[config.mk]
export PLATFORM = sky130hd
export DESIGN_NAME = lights_seq
export DESIGN_NICKNAME = d
export VERILOG_FILES = /design/src/rtl/lights_pkg.sv /design/src/rtl/lights_chan.sv /design/src/rtl/lights_seq.sv
export SDC_FILE = /design/constraint.sdc
export NUM_CORES = 1
export LEC_CHECK = 0
export ABC_CLOCK_PERIOD_IN_PS = 4100
export BUFFER_PORTS_ARGS = -buffer_cell sky130_fd_sc_hd__buf_2
export CAP_MARGIN = 20
export CORE_MARGIN = 2
export CORE_UTILIZATION = 30
export DETAILED_ROUTE_END_ITERATION = 10
export PLACE_DENSITY = 0.52
export SETUP_SLACK_MARGIN = 0.5
export SYNTH_ARGS = -nofsm -noshare
export SYNTH_HDL_FRONTEND = slang
export SYNTH_HIERARCHICAL = 1
export SYNTH_SLANG_ARGS = --single-unit
[constraint.sdc]
create_clock -name clk -period 4.1 [get_ports clk]
set_input_delay 0 -clock clk [delete_from_list [all_inputs] [get_ports clk]]
set_output_delay 0 -clock clk [all_outputs]
set_load 0.005 [all_outputs]
[src/rtl/lights_pkg.sv]
`default_nettype none
// ============================================================================
// Module      : lights_pkg
// Description : Shared constants and helpers for the LED colour sequencer:
//               default colour width, OFF code, legal MIN/MAX code helpers
//               and the direction encoding.
// Revision    : 1.0 - initial release
// ============================================================================
package lights_pkg;

  // Default colour code width per channel
  localparam int c_cw_default = 3;

  // Colour code meaning "LED off"
  localparam int c_colour_off = 0;

  // Direction encoding carried on the per-channel dir input
  typedef enum logic {
    DIR_UP   = 1'b0,
    DIR_DOWN = 1'b1
  } dir_e;

  // Lowest legal colour code (a zero-width code has no legal value)
  function automatic int colour_min(input int cw);
    return (cw > 0) ? 1 : 0;
  endfunction

  // Highest legal colour code; the all-ones code is reserved as illegal
  function automatic int colour_max(input int cw);
    return (1 << cw) - 2;
  endfunction

endpackage
`default_nettype wire

[src/rtl/lights_chan.sv]
`default_nettype none
// ============================================================================
// Module      : lights_chan
// Description : One LED channel: colour register, next-code logic and the
//               registered step/wrap pulses. Advances by one legal code per
//               qualifying update, wrapping MAX->MIN (up) or MIN->MAX (down).
//               Codes OFF and the all-ones illegal code recover to MIN/MAX
//               without signalling wrap. CW must be at least 2.
// Revision    : 1.0 - initial release
// ============================================================================
module lights_chan
  import lights_pkg::*;
#(
  parameter int CW = c_cw_default
) (
  input  logic          clk,
  input  logic          rst_n,
  input  logic          upd_i,
  input  logic          dir_i,
  output logic [CW-1:0] colour_o,
  output logic          step_o,
  output logic          wrap_o
);

  localparam logic [CW-1:0] c_min = CW'(colour_min(CW));
  localparam logic [CW-1:0] c_max = CW'(colour_max(CW));
  localparam logic [CW-1:0] c_off = CW'(c_colour_off);
  localparam logic [CW-1:0] c_ill = '1;

  logic [CW-1:0] colour_q;
  logic [CW-1:0] colour_d;
  logic          step_q;
  logic          wrap_q;
  logic          wrap_d;

  // Next colour code and wrap flag for a qualifying update
  always_comb begin
    colour_d = colour_q;
    wrap_d   = 1'b0;
    if (upd_i) begin
      if (colour_q == c_off || colour_q == c_ill) begin
        // Recovery from off/illegal enters the legal range without a wrap
        colour_d = (dir_i == DIR_DOWN) ? c_max : c_min;
      end else if (dir_i == DIR_UP) begin
        if (colour_q == c_max) begin
          colour_d = c_min;
          wrap_d   = 1'b1;
        end else begin
          colour_d = colour_q + 1'b1;
        end
      end else begin
        if (colour_q == c_min) begin
          colour_d = c_max;
          wrap_d   = 1'b1;
        end else begin
          colour_d = colour_q - 1'b1;
        end
      end
    end
  end

  // Colour, step and wrap registers; step/wrap are single-cycle pulses
  always_ff @(posedge clk or negedge rst_n) begin
    if (!rst_n) begin
      colour_q <= '0;
      step_q   <= 1'b0;
      wrap_q   <= 1'b0;
    end else begin
      colour_q <= colour_d;
      step_q   <= upd_i;
      wrap_q   <= wrap_d;
    end
  end

  assign colour_o = colour_q;
  assign step_o   = step_q;
  assign wrap_o   = wrap_q;

endmodule
`default_nettype wire

[src/rtl/lights_seq.sv]
`default_nettype none
// ============================================================================
// Module      : lights_seq
// Description : Multi-channel LED colour sequencer. A shared prescaler emits
//               a tick every div+1 cycles; each channel whose button is held
//               advances one colour code per tick in the direction given by
//               its dir bit.
//               Build option LIGHTS_SEQ_SYNC_EN: pass every button bit through
//               a two-flop synchroniser (two extra cycles of latency).
// Revision    : 1.0 - initial release
// ============================================================================
module lights_seq
  import lights_pkg::*;
#(
  parameter int CH    = 4,
  parameter int CW    = c_cw_default,
  parameter int DIV_W = 8
) (
  input  logic             clk,
  input  logic             rst_n,
  input  logic [CH-1:0]    button,
  input  logic [CH-1:0]    dir,
  input  logic [DIV_W-1:0] div,
  output logic [CH*CW-1:0] colour,
  output logic [CH-1:0]    step,
  output logic [CH-1:0]    wrap
);

  logic [DIV_W-1:0] count_q;
  logic [DIV_W-1:0] count_d;
  logic             tick;
  logic [CH-1:0]    btn_w;

  // Using >= rather than == lets a lowered div fire on the next cycle
  // instead of waiting for the counter to roll over.
  assign tick    = (count_q >= div);
  assign count_d = tick ? '0 : count_q + 1'b1;

  // Shared prescaler counter
  always_ff @(posedge clk or negedge rst_n) begin
    if (!rst_n) begin
      count_q <= '0;
    end else begin
      count_q <= count_d;
    end
  end

`ifdef LIGHTS_SEQ_SYNC_EN
  logic [CH-1:0] sync1_q;
  logic [CH-1:0] sync2_q;

  // Two-flop synchroniser for asynchronous button inputs
  always_ff @(posedge clk or negedge rst_n) begin
    if (!rst_n) begin
      sync1_q <= '0;
      sync2_q <= '0;
    end else begin
      sync1_q <= button;
      sync2_q <= sync1_q;
    end
  end

  assign btn_w = sync2_q;
`else
  assign btn_w = button;
`endif

  for (genvar k = 0; k < CH; k++) begin : g_chan
    lights_chan #(
      .CW(CW)
    ) u_chan (
      .clk     (clk),
      .rst_n   (rst_n),
      .upd_i   (tick & btn_w[k]),
      .dir_i   (dir[k]),
      .colour_o(colour[k*CW +: CW]),
      .step_o  (step[k]),
      .wrap_o  (wrap[k])
    );
  end

endmodule
`default_nettype wire

==> flow_summary.toml, run 1 <==
[power]
combPwrFrac_pct = 55.3
power.leakage_nw = 1.17
pwr-share-clk_pct = 9.9
p_switching_mw = 0.651
vdd_ir_drop_max_v = 0.000167
total_power_mw = 1.47
p_seq_share_pct = 34.8
p_int_mw = 0.814
p_per_area_nw_per_um2 = 621
swShare_pct = 44.5

[timing]
period_needed_ns = 2.32
relSlewSlack_pct = 57.9
worst_clock_skew_ns = 0.00234
final_hold_viol_count = 0
setup_viol = 0
drv_slew = 0
rsz0062_at_grt = "false"
finalSetupTns_ns = 0
post-route-period-util_pct = 56.5
setup_ws_ns = 1.78
worst_pin_slew_ns = 0.631
max_freq_mhz = 432

[yosys]
ys_seq_area_share_pct = 33.7
synth.top_cell.area_share_pct = 33.7
synth_top_area_cell = "dfrtp_1"
ys_seq_elements = 28
postSynthCellCount = 230
synth_nets = 277
syn_area_um2 = 2080
synth_area_leaders = "dfrtp_1 34%, ha_1 17%, nand3_1 4.8%"
yosysUniqueCellTypes = 28
synth-warning-count = 6
syn_avg_cell_area_um2 = 9.04

[grt]
grt_max_degree = 29
antenna_found_initial = 0
grt_overflow = 0
grt.total_usage_pct = 11.0
grt_pass1_vias = 1541
grt_pass1_wl_um = 6820

[placement]
portBuffers = 37
pre_cts_slack_ns = 1.79
gp_congestion = 0.816
dpl.hpwl_um = 3140

[finish]
nets = 315
areaGrowthSynthToFinish_pct = 13.5
diodes = 0
post_route_cells_drive_above_1_share_pct = 19.9
fill_cells = 727

[detailed_routing]
drcViolationCount = 0
first_pass_iters = 4
vias = 1677
drt_iter0_drc = 57
vias_per_cell = 4.85
wirelength_um = 4060
avgRoutedWirePerCell_um = 11.7
final_antenna_net_count = 0

[floorplan]
initial_core_util_pct = 30.8
rows = 30
fp.dieArea_um2 = 7610
dieWidth_um = 87.2
boundaryPins = 38
fp.dieH_um = 87.2
core_area_um2 = 6760

[clock_tree]
clkTransAtPathRegs_ns = 0.09
cts_made_buffers = 3
clock-sinks = 28
h-tree-depth = 1
root_buffer = "clkbuf_8"
clockBufferDepth = 2
clock_latency_ns = 0.27
ctsResizeCount = 0
cts_tree = "built"

[min_path]
hp-class = "primary input to register"

[setup_path]
cp-end-kind = "register"
arrival_ns = 2.51
crit_path_max_fanout = 12
cp-start-kind = "register"
crit_type = "register to register"
required_ns = 4.29

[job]
maxCapViolCount = 0

[status]
status = "finished, final reports clean"
==> what timing repair did <==
action / in CTS / in global routing
hold endpoints to repair: 28 / 0
setup endpoints to repair: 0 / 0
hold buffers: 1 / 0
setup buffers: 0 / 0
==> path summary, 6_finish.rpt <==
| check | start | end | slack (ns) | depth (start not counted) |
|---|---|---|---|---|
| hold / removal | button[1] | g_chan[1].u_chan/step_o | 0.03 | 2 |
| max in group asynchronous | rst_n | g_chan[1].u_chan/colour_o[0] | 3.41 | 2 |
| hold reg to reg | count_q[0] | count_q[0] | 0.48 | 1 |
| setup reg to reg | count_q[0] | g_chan[2].u_chan/colour_o[1] | 1.78 | 9 |
| setup / recovery | count_q[0] | g_chan[2].u_chan/colour_o[1] | 1.78 | 9 |
| min in group asynchronous | rst_n | g_chan[1].u_chan/colour_o[2] | 0.28 | 2 |
==> logic make-up after synthesis <==
| group | after synthesis | synth area share, % |
|---|---|---|
| simple gates | 83 | 22.2 |
| xor+xnor | 6 | 2.53 |
| fa+ha+maj | 29 | 17.5 |
| buf+inv | 26 | 6.50 |
| compound gates | 54 | 15.7 |
| flops | 28 | 33.7 |
| mux | 4 | 1.93 |
==> stage by stage <==
| stage | hold slack, ns | area, um2 | utilization (%) | std cells |
|---|---|---|---|---|
| after detailed placement | 0.0719 | 2310 | 34.1 | 342 |
| after CTS | 0.0275 | 2360 | 34.9 | 346 |
| final | 0.0344 | 2360 | 34.9 | 346 |
| after floorplan | -0.296 | 2080 | - | 230 |
| after global routing | 0.0242 | 2360 | 34.9 | 346 |
| after global placement | 0.0680 | 2310 | 34.1 | 342 |
==> critical path: stages (launching register included) <==
cell	delay [ns]
dfrtp_1	0.39
inv_1	0.05
ha_1	0.26
nand2b_4	0.13
a2111o_1	0.39
a31o_1	0.37
and2_2	0.31
o2111ai_1	0.10
o21ai_1	0.09
a31oi_1	0.15
==> cell usage after synthesis <==
cell        n
xor2_1      4
o21ai_0    14
buf_6       5
nand3b_1    4
xnor2_1     2
ha_1       29
and3_1      2
and2_4      2
nor2b_1     8
nand3_1    20
a22o_2      4
nor2_1     13
nand2b_4    1
nand2b_1    5
a21oi_1    18
nand2_1    18
and2_2      2
nor2b_4     4
a2111o_1    1
o21ai_1     4
a31o_1      1
inv_1      21
o2111ai_1   4
o22ai_1     4
nor3_1      4
dfrtp_1    28
mux2i_1     4
a31oi_1     4
==> registers in the layout (all words and copies together) (netlist names) <==
signal / count
count_q: 8
g_chan.u_chan/wrap_o: 4
g_chan.u_chan/step_o: 4
g_chan.u_chan/colour_o: 12
==> power by group through the flow <==
stage          Clock, mW  Combinational (mW)  Sequential (mW)
2_1_floorplan          0               0.673            0.470
3_3_place_gp           0               0.814            0.517
3_5_place_dp           0               0.810            0.518
4_1_cts            0.156               0.815            0.513
5_1_grt            0.162               0.928            0.534
6_report           0.146               0.810            0.510
==> routing by layer <==
| metal | track usage (%) | wire, um | up-vias |
|---|---|---|---|
| met1 | 15.0 | 2040 | 764 |
| met4 | 2.94 | 18 | 0 |
| li1 | - | - | 874 |
| met3 | 2.18 | 170 | 2 |
| met5 | 0 | 0 | - |
| met2 | 17.9 | 1830 | 37 |
==> cells in the final DEF (no fill, tap or decap), types with 2 or more instances in the layout <==
cell type / instances
a21oi_1: 18
a22o_2: 4
a31oi_1: 4
and2_2: 2
and2_4: 2
and3_1: 2
buf_2: 37
clkbuf_8: 3
dfrtp_1: 28
ha_1: 29
inv_1: 21
mux2i_1: 4
nand2_1: 18
nand2b_1: 5
nand3_1: 20
nand3b_1: 4
nor2_1: 13
nor2b_1: 8
nor2b_4: 4
nor3_1: 4
o2111ai_1: 4
o21ai_0: 14
o21ai_1: 4
o22ai_1: 4
xnor2_1: 2
xor2_1: 4
==> cell type report <==
type / instances / area [um2] / area share [%]
clock buffers: 3 / 41.3 / 1.75
flip-flops and latches: 28 / 701 / 29.7
multi-input cells: 176 / 1240 / 52.7
repair buffers: 38 / 195 / 8.28
inverters: 21 / 78.8 / 3.34
well taps: 80 / 100 / 4.24
Note: power is estimated with default switching activity, not from simulation.
==> run 2: changes to the inputs <==
- ABC_CLOCK_PERIOD_IN_PS: 4100 -> 2200
- clock period: 4.1 -> 2.2 ns (I/O delays scaled with it)
==> flow_summary.toml, run 2 (synthesis gave the netlist of run 1 again) <==
[clock_tree]
h-tree-depth = 1
cts_made_buffers = 3
clockBufferDepth = 2
root_buffer = "clkbuf_8"
cts_tree = "built"
clock-sinks = 28
clock_latency_ns = 0.28
clkTransAtPathRegs_ns = 0.10

[timing]
worst_clock_skew_ns = 0.00234
rsz0062_at_grt = "true"
post-route-period-util_pct = 94.3
finalSetupTns_ns = 0
drv_slew = 0
max_freq_mhz = 482
worst_pin_slew_ns = 0.651
final_hold_viol_count = 0
relSlewSlack_pct = 56.6
holdWs_ns = 0.0414
period_needed_ns = 2.07
setup_viol = 0

[placement]
portBuffers = 37
dpl.hpwl_um = 3210
dpl-instance-area_um2 = 2310
gp_congestion = 0.808

[detailed_routing]
vias_per_cell = 4.90
avgRoutedWirePerCell_um = 13.1
drcViolationCount = 0
drt_iter0_drc = 91
first_pass_iters = 4
wirelength_um = 4670
vias = 1750
final_antenna_net_count = 0

[finish]
finalInstanceArea_um2 = 2590
final_cell_mix = "37 x buf_2, 29 x ha_1, 28 x dfrtp_1"
nets = 325
largest_reg_flops = 12
diodes = 0
fill_cells = 687
mostFrequentLayoutCell = "buf_2"
areaGrowthSynthToFinish_pct = 24.8
post_route_cells_drive_above_1_share_pct = 31.0

[setup_path]
max_stage_delay_ns = 0.42
crit_type = "register to register"
critPathBufInv = 1
cp-end-kind = "register"
path_cells = "inv_1 > ha_1 > nand2b_4 > a2111o_1 > a31o_4 > and2_4 > o2111ai_1 > o21ai_1 > a31oi_1"
cp_top_family = "compound AO/OA/AOI/OAI gates"
slowest_stage = "a2111o_1"
crit_path_max_fanout = 8
arrival_ns = 2.28
cp-start-kind = "register"
required_ns = 2.40

[grt]
grt_max_degree = 29
grt.total_usage_pct = 11.7
grt_overflow = 0
grt_pass1_wl_um = 7270
grt_pass1_vias = 1615
antenna_found_initial = 0

[power]
vdd_ir_drop_max_v = 0.000360
power.leakage_nw = 1.26
p_per_area_nw_per_um2 = 1180

[floorplan]
initial_core_util_pct = 30.8
fp.dieArea_um2 = 7610
dieWidth_um = 87.2
boundaryPins = 38
rows = 30
core_area_um2 = 6760
fp.dieH_um = 87.2

[job]
maxCapViolCount = 0

[status]
status = "finished, final reports clean"

[min_path]
hp-class = "primary input to register"
==> run 2: cell count changes in the layout (fill, tap and decap cells not counted), moves of 4 or more <==
cell	delta
buf_4	+4
nand2_1	-4
nor2_1	-6
o21ai_2	+4
==> run 2: stage by stage <==
step	util, %	setup WS (ns)	cells	power [mW]
global placement	34.3	0.148	343	2.49
detailed placement	34.3	0.00648	343	2.47
global route	38.4	0.0189	357	3.35
CTS	36.3	0.137	353	2.89
finish	38.4	0.126	357	3.06
floorplan	-	0.250	230	2.13
==> run 2: worst paths after layout <==
kind / start / to / slack (ns) / depth (start not counted)
max in group asynchronous: rst_n / count_q[0] / 1.51 / 2
min reg2reg: count_q[0] / count_q[0] / 0.55 / 2
max reg2reg: count_q[0] / g_chan[0].u_chan/colour_o[1] / 0.13 / 9
min: button[3] / g_chan[3].u_chan/step_o / 0.04 / 2
max: count_q[0] / g_chan[0].u_chan/colour_o[1] / 0.13 / 9
min in group asynchronous: rst_n / g_chan[0].u_chan/wrap_o / 0.28 / 2
==> run 2: what timing repair did <==
item / CTS / global route
endpoints found under the hold margin: 28 / 0
gates cloned: 1 / 1
resized for setup: 10 / 30
endpoints found under the setup margin: 27 / 27
hold buffers: 1 / 0
buffers inserted: 4 / 3
pin swaps: 3 / 10
==> run 2: cell type report <==
class | instances | area, um2 | area share [%]
multi-input cells | 178 | 1390 | 53.4
flip-flops and latches | 28 | 701 | 27.0
repair buffers | 46 | 274 | 10.6
well taps | 80 | 100 | 3.86
inverters | 21 | 78.8 | 3.04
clock buffers | 4 | 55.1 | 2.12
==> run 2: power breakdown <==
group	switching (mW)	total (mW)	internal (mW)
clock network	0.170	0.331	0.161
registers	0.264	0.956	0.692
logic	0.956	1.77	0.816
==> run 2: layer usage <==
metal | up-vias | track usage [%] | wire length, um
li1 | 893 | - | -
met1 | 818 | 15.6 | 2280
met2 | 34 | 19.8 | 2210
met3 | 5 | 1.42 | 126
met4 | 0 | 3.78 | 54
met5 | - | 0 | 0
==> run 3: changes to the inputs <==
- CORE_UTILIZATION: 30 -> 50
- PLACE_DENSITY: 0.52 -> 0.77
- RECOVER_POWER: not set -> 100
- SKIP_LAST_GASP: not set -> 1
==> flow_summary.toml, run 3 (synthesis gave the netlist of run 1 again) <==
[grt]
grt_pass1_vias = 1634
grt_max_degree = 29
antenna_found_initial = 0
grt_pass1_wl_um = 7250
grt_overflow = 0
grt.total_usage_pct = 20.0

[detailed_routing]
first_pass_iters = 4
vias_per_cell = 5.30
drt_iter0_drc = 123
wirelength_um = 4340
final_antenna_net_count = 0
drcViolationCount = 0
vias = 1716
avgRoutedWirePerCell_um = 13.4

[clock_tree]
cts_made_buffers = 3
clockBufferDepth = 2
clock-sinks = 28
clock_latency_ns = 0.27
h-tree-depth = 1
cts_tree = "built"
clkTransAtPathRegs_ns = 0.09
root_buffer = "clkbuf_8"

[finish]
largest_reg_flops = 12
nets = 322
diodes = 0
final_cell_mix = "28 x ha_1, 28 x dfrtp_1, 28 x buf_2"
areaGrowthSynthToFinish_pct = 19.4
post_route_cells_drive_above_1_share_pct = 22.3

[floorplan]
dieWidth_um = 68.5
initial_core_util_pct = 52.0
boundaryPins = 38
rows = 23
fp.dieArea_um2 = 4690
fp.dieH_um = 68.5
core_area_um2 = 4000

[placement]
dpl.hpwl_um = 3070
portBuffers = 37
pre_cts_slack_ns = 0.120
gp_congestion = 0.862

[timing]
final_hold_viol_count = 0
holdWs_ns = 0.0309
worst_clock_skew_ns = 0.00202
worst_pin_slew_ns = 1.51
drv_slew = 29
finalSetupTns_ns = 0
max_freq_mhz = 491
period_needed_ns = 2.03
relSlewSlack_pct = -0.485
post-route-period-util_pct = 92.5
setup_ws_ns = 0.165
setup_viol = 0
rsz0062_at_grt = "true"

[setup_path]
cp-end-kind = "register"
reg2reg_from = "count_q[0]"
startpoint = "count_q[0]"
crit_type = "register to register"
r2r_setup_slack_ns = 0.17
worstReg2RegEnd = "count_q[2]"
max_stage_delay_ns = 0.41
slowest_stage = "dfrtp_1"
cp-endpoint = "count_q[2]"
crit_path_max_fanout = 7
required_ns = 2.41
path_cells = "inv_2 > ha_4 > nand2b_1 > a2111o_1 > a31o_1 > clkbuf_4 > clkbuf_2 > buf_12 > nor2_1"
cp-start-kind = "register"
arrival_ns = 2.24
ff2ff_path_depth = 9

[status]
violations = "capacitance limit, slew limit"
status = "finished with violations"

[min_path]
hp-class = "primary input to register"
hp-start = "button[0]"

[power]
p_per_area_nw_per_um2 = 1240
power.leakage_nw = 1.19
vdd_ir_drop_max_v = 0.000617
total_power_mw = 3.07

[job]
maxCapViolCount = 1
==> run 3: cell types whose count changed in the layout (fill, tap and decap cells not counted), sizes merged <==
cell	delta
and2	-1
buf	-14
bufinv	+1
clkbuf	+11
==> run 3: worst min-delay path by stage <==
stage | cells past startpoint | slack [ns] | to
after floorplan | 0 | -0.30 | count_q[0]
after global placement | 1 | 0.05 | g_chan[3].u_chan/wrap_o
final | 2 | 0.03 | g_chan[0].u_chan/step_o
after CTS | 2 | 0.02 | g_chan[1].u_chan/step_o
after global routing | 2 | 0.02 | g_chan[0].u_chan/step_o
after detailed placement | 1 | 0.06 | g_chan[3].u_chan/wrap_o
==> run 3: power by group <==
group          total, mW  switching, mW  internal, mW  leakage, nW
clock              0.399          0.156         0.243       0.0357
sequential         0.947          0.255         0.692        0.357
combinational       1.72          0.923         0.798        0.793
total               3.07           1.33          1.73         1.19
==> run 3: timing repair <==
item,CTS,global route
resized for setup,14,19
endpoints found under the setup margin,27,28
cloned,1,0
buffers inserted,3,2
pin swaps,6,5
hold buffers,1,0
endpoints found under the hold margin,28,0
==> run 3: critical path, delay by kind of cell (launching register included) <==
family,cells,cell delay [ns]
AO/OA/AOI/OAI,2,0.60
adder cells (fa/ha/maj),1,0.19
buffers and inverters,4,0.54
AND/OR/NAND/NOR,2,0.24
flip-flops,1,0.41
==> run 3: routing by layer <==
metal	global-route usage [%]	wire length [um]	up-vias
li1	-	-	885
met1	27.5	2060	802
met2	33.1	2110	25
met3	2.30	133	4
met4	5.75	38	0
met5	0	0	-
==> run 3: cell type report <==
type                            instances  area [um2]
Fill cell                             357        1520
Tap cell                               50        62.6
Clock inverter                          1        30.0
Multi-Input combinational cell        177        1330
Timing Repair Buffer                   44         235
Inverter                               21        78.8
Sequential cell                        28         701
Clock buffer                            3        41.3
==> run 3: stage by stage <==
stage / std cells / utilization [%] / cell area, um2
finish: 324 / 62.1 / 2480
global route: 324 / 62.1 / 2480
CTS: 322 / 61.2 / 2450
detailed placement: 313 / 56.9 / 2280
global placement: 313 / 56.9 / 2280
floorplan: 230 / - / 2080
